## src/rtl/pcg32_rng_arbiter.sv

```systemverilog
// Shared PCG32 word server: round-robin grants to NUM_REQ requesters plus an srandom reseed sequencer.
// Latency: word appears 1 cycle after gnt; backpressure: requesters hold req until granted, rsp never stalls.
module pcg32_rng_arbiter #(
  parameter int          NUM_REQ   = 4,
  parameter int          ID_W      = 2,
  parameter logic [63:0] MULT      = 64'h5851f42d4c957f2d,
  parameter logic [63:0] RST_STATE = 64'h853c49e6748fea9b,
  parameter logic [63:0] RST_INC   = 64'hda3e39cb94b95bdb
) (
  input  logic               clk,
  input  logic               reset,
  input  logic               seed_valid,
  input  logic [63:0]        seed_state,
  input  logic [63:0]        seed_seq,
  output logic               seed_ready,
  input  logic [NUM_REQ-1:0] req,
  output logic [NUM_REQ-1:0] gnt,
  output logic               rsp_valid,
  output logic [ID_W-1:0]    rsp_id,
  output logic [31:0]        rsp_data,
  output logic               busy,
  output logic [31:0]        gen_count
);

  localparam logic [1:0] IDLE   = 2'd0;
  localparam logic [1:0] SEED_A = 2'd1;
  localparam logic [1:0] SEED_B = 2'd2;
  localparam logic [1:0] SEED_C = 2'd3;

  logic [1:0]         fsm;
  logic [63:0]        state;
  logic [63:0]        inc;
  logic [63:0]        seed_lat;
  logic [ID_W-1:0]    ptr;
  logic [31:0]        gen_cnt_q;

  logic [63:0]        lcg_next;
  logic [31:0]        pcg_xs;
  logic [4:0]         pcg_rot;
  logic [31:0]        pcg_word;

  logic [2*NUM_REQ-1:0] req_dbl;
  logic [NUM_REQ-1:0]   req_rot;
  logic [ID_W-1:0]      off;
  logic [ID_W:0]        sum;
  logic [ID_W-1:0]      win;
  logic                 found;
  logic                 fire;

  assign lcg_next   = state * MULT + inc;
  assign busy       = (fsm != IDLE);
  assign seed_ready = (fsm == IDLE);
  assign gen_count  = gen_cnt_q;

  // Output permutation works on the pre-step state.
  always_comb begin
    pcg_xs   = 32'((((state >> 18) ^ state) >> 27));
    pcg_rot  = state[63:59];
    pcg_word = 32'({pcg_xs, pcg_xs} >> pcg_rot);
  end

  // Rotate the request vector so the pointer sits at bit 0, then pick the lowest set bit.
  always_comb begin
    req_dbl = {req, req};
    req_rot = NUM_REQ'(req_dbl >> ptr);
    off     = '0;
    found   = 1'b0;
    for (int k = NUM_REQ - 1; k >= 0; k--) begin
      if (req_rot[k]) begin
        off   = ID_W'(k);
        found = 1'b1;
      end
    end
    sum = {1'b0, ptr} + {1'b0, off};
    if (sum >= (ID_W+1)'(NUM_REQ))
      sum = sum - (ID_W+1)'(NUM_REQ);
    win = sum[ID_W-1:0];
  end

  assign fire = (fsm == IDLE) && !seed_valid && found;
  assign gnt  = fire ? (NUM_REQ'(1) << win) : '0;

  always_ff @(posedge clk) begin
    if (reset) begin
      fsm       <= IDLE;
      state     <= RST_STATE;
      inc       <= RST_INC;
      seed_lat  <= '0;
      ptr       <= '0;
      rsp_valid <= 1'b0;
      rsp_id    <= '0;
      rsp_data  <= '0;
      gen_cnt_q <= '0;
    end else begin
      rsp_valid <= 1'b0;
      case (fsm)
        IDLE: begin
          if (seed_valid) begin
            state    <= '0;
            inc      <= (seed_seq << 1) | 64'd1;
            seed_lat <= seed_state;
            fsm      <= SEED_A;
          end else if (fire) begin
            state     <= lcg_next;
            ptr       <= (win == ID_W'(NUM_REQ - 1)) ? '0 : win + ID_W'(1);
            rsp_valid <= 1'b1;
            rsp_id    <= win;
            rsp_data  <= pcg_word;
            gen_cnt_q <= gen_cnt_q + 32'd1;
          end
        end
        SEED_A: begin
          state <= lcg_next;
          fsm   <= SEED_B;
        end
        SEED_B: begin
          state <= state + seed_lat;
          fsm   <= SEED_C;
        end
        default: begin
          state <= lcg_next;
          fsm   <= IDLE;
        end
      endcase
    end
  end

endmodule

```

## config.mk

```make
export PLATFORM = sky130hd
export DESIGN_NAME = pcg32_rng_arbiter
export DESIGN_NICKNAME = d
export VERILOG_FILES = /design/src/rtl/pcg32_rng_arbiter.sv
export SDC_FILE = /design/constraint.sdc
export NUM_CORES = 2
export LEC_CHECK = 0
export ABC_AREA = 1
export ABC_CLOCK_PERIOD_IN_PS = 7060
export BUFFER_PORTS_ARGS = -buffer_cell sky130_fd_sc_hd__buf_2
export CORE_MARGIN = 2
export CORE_UTILIZATION = 45
export DETAILED_ROUTE_END_ITERATION = 10
export GPL_TIMING_DRIVEN = 0
export PLACE_DENSITY = 0.7
export SLEW_MARGIN = 20
export SYNTH_ARGS = -nofsm -noshare
export SYNTH_HDL_FRONTEND = slang
export SYNTH_SLANG_ARGS = --single-unit
```

## constraint.sdc

```tcl
create_clock -name clk -period 7.06 [get_ports clk]
set_clock_uncertainty 0.1 [all_clocks]
set_input_delay 2.118 -clock clk [delete_from_list [all_inputs] [get_ports clk]]
set_output_delay 2.118 -clock clk [all_outputs]
set_load 0.005 [all_outputs]
```

==> impl_metrics.json <==
{
  "grt_pass1_vias": 49240,
  "path_max_fanout": 4,
  "synth-compound-area-share": 0.09140,
  "yosys.area_share.simple": 0.1452,
  "yosysUniqueCellTypes": 53,
  "rsz0062_at_grt": "yes",
  "synth_area_um2": 53240,
  "cts_buffers": 34,
  "synth-adder-area-share": 0.5217,
  "status": "finished with violations",
  "synth_area_leader_cell": "fa_1",
  "synth_area_leaders": "fa_1 (36%), ha_1 (16%), inv_1 (12%), dfxtp_1 (9.9%), nand2_1 (6.8%)",
  "design_area_um2": 65490,
  "clkLatencyLatePin_ps": 600,
  "slew_viol_final": 0,
  "synth_xor_area_frac": 0.009213,
  "nets": 8952,
  "cpMostUsedCell": "fa_1",
  "cts_tree": "done",
  "yosysMostFrequentCell": "inv_1",
  "synth-edff-count": 0,
  "finalHoldViolations": 0,
  "synth_top_area_frac": 0.3614,
  "path_clk_slew_ps": 70,
  "dpl_worst_slack_ps": -1921,
  "setup_ws_ps": -1038,
  "vias_per_cell": 5.548,
  "min_period_ps": 8098,
  "finalSetupTns_ps": -31940,
  "antenna_left": 0,
  "cp_data_required_time_ps": 7390,
  "multi_input_area_um2": 45340,
  "grt_pass1_wl_mm": 333.0,
  "pin_count": 208,
  "synth-seq-area-share": 0.09852,
  "clk_path_buf_depth": 3,
  "synth_top_family_by_area": "adder cells",
  "tightest_slew_ps": 1282,
  "violations": "negative setup slack",
  "rows": 126,
  "cp.arrival_ps": 8430,
  "slew_headroom": 0.1456,
  "cp_slowest_cell": "fa_2",
  "drt_first_pass_iters": 6,
  "antenna_found_initial": 11,
  "post-route-util": 0.5561,
  "initial_core_util": 0.4521,
  "max_stage_delay_ps": 680,
  "synth.net_count": 8334,
  "placed_area_um2": 57180,
  "grtUsageTotal": 0.3855,
  "totalWireLength_mm": 234.0,
  "finalSetupViolations": 49,
  "synthFlopType": "dfxtp_1",
  "ys_top_cells_by_count": "inv_1 (1713), nand2_1 (971), fa_1 (961)",
  "core_area_um2": 117800,
  "drv_cap": 0,
  "max_freq_mhz": 123.5,
  "syn2layout_area_growth_pct": 23.01,
  "crit_path_end_kind": "flop",
  "synth_cells": 6556,
  "gp_congestion": 1.075,
  "grt-ovfl-total": 0,
  "synth-seq-cells": 262,
  "drc": 0,
  "root_buffer": "clkbuf_16",
  "synth_area_per_cell_um2": 8.120,
  "min_path_type": "flop to flop",
  "avgRoutedWirePerCell_um": 26.78,
  "async_flop_share": 0,
  "die-width_um": 348.0,
  "port_buffers": 205,
  "synth_mux_area_frac": 0.003384,
  "regArea_um2": 5433,
  "ys_warn_count": 0,
  "post-dp-hpwl_mm": 187.4,
  "grt_max_degree": 17,
  "cts.sinks": 262,
  "drive_gt1_frac": 0.2199,
  "crit_type": "flop to flop",
  "worst_setup_path_start_kind": "flop",
  "drt_iter0_drc": 4603,
  "post-route-period-util": 1.147,
  "nFillCells": 10710,
  "die_area_um2": 121100,
  "dr_total_vias": 48480,
  "die_h_um": 348.0,
  "cts-htree-levels": 2
}
-- placed cells by master (no fill, tap or decap), types with 102 or more instances in the layout --
cell         n
nand2_1    866
fa_2       112
inv_2      153
inv_1     1541
nand3_1    201
clkbuf_1   102
o21ai_0    335
buf_4      282
fa_1       849
a21oi_1    190
ha_1       580
dfxtp_1    208
nor2_1     356
buf_2      220
-- through the flow --
stage,std cells,hold WS (ps)
2_1_floorplan,6556,346.0
3_3_place_gp,8297,364.6
3_5_place_dp,8305,368.9
4_1_cts,8645,385.1
5_1_grt,8734,415.8
6_report,8738,390.9
-- registers in the layout (all words and copies together), names as in the netlist --
name,flops
fsm,2
rsp_data,32
rsp_valid,1
ptr,2
gen_count,32
seed_lat,64
inc,63
rsp_id,2
state,64
-- logic make-up after synthesis --
logic type                 Yosys count
xor gates and xnor gates            56
DFF                                262
muxes                               18
adders and majority gates         1643
and+or+nand+nor                   1846
AOI/OAI and AO/OA                  883
buffers and inverters             1848
-- cell type report --
class                      count  area share
clock buffer                  43     0.01427
timing repair buffer         582     0.07022
tap                         1536     0.02935
sequential                   262     0.08296
buffer                       130    0.008388
inverter                    1718     0.09943
antenna                        4   0.0001528
clock inverter                17    0.002904
multi-input combinational   4446      0.6923
-- worst max-delay path: cells and delay by family (launching register included) --
family / cells / cell delay (ps)
compound gates: 3 / 330
buf+inv: 10 / 730
flops: 1 / 440
fa+ha+maj: 11 / 5420
simple gates: 7 / 890
-- what timing repair did --
item,4_1_cts,5_1_grt
endpoints found under the setup margin,53,51
buffers inserted,281,90
pin swaps,195,285
gates cloned,0,0
hold buffers,0,0
resized for setup,667,457
-- final timing paths --
| path | start | to | slack [ps] | cells past startpoint |
|---|---|---|---|---|
| setup / recovery | state[25]$_SDFFE_PP0P_ | state[46]$_SDFFE_PP1P_ | -1040 | 31 |
| hold / removal | inc[4]$_SDFFE_PP1P_ | inc[4]$_SDFFE_PP1P_ | 390 | 2 |
| setup reg to reg | state[25]$_SDFFE_PP0P_ | state[46]$_SDFFE_PP1P_ | -1040 | 31 |
| hold reg to reg | inc[4]$_SDFFE_PP1P_ | inc[4]$_SDFFE_PP1P_ | 390 | 2 |
-- routing by layer --
| layer | vias up | track usage | part of all wire |
|---|---|---|---|
| li1 | 21420 | - | - |
| met5 | - | 0 | 0.00019 |
| met3 | 716 | 0.09287 | 0.098 |
| met4 | 8 | 0.2818 | 0.095 |
| met1 | 23750 | 0.4695 | 0.37 |
| met2 | 2586 | 0.5965 | 0.44 |
Power is left out: the tool's default activity adds up to more than one toggle a clock period on the data nets, which glitch-free logic cannot reach.
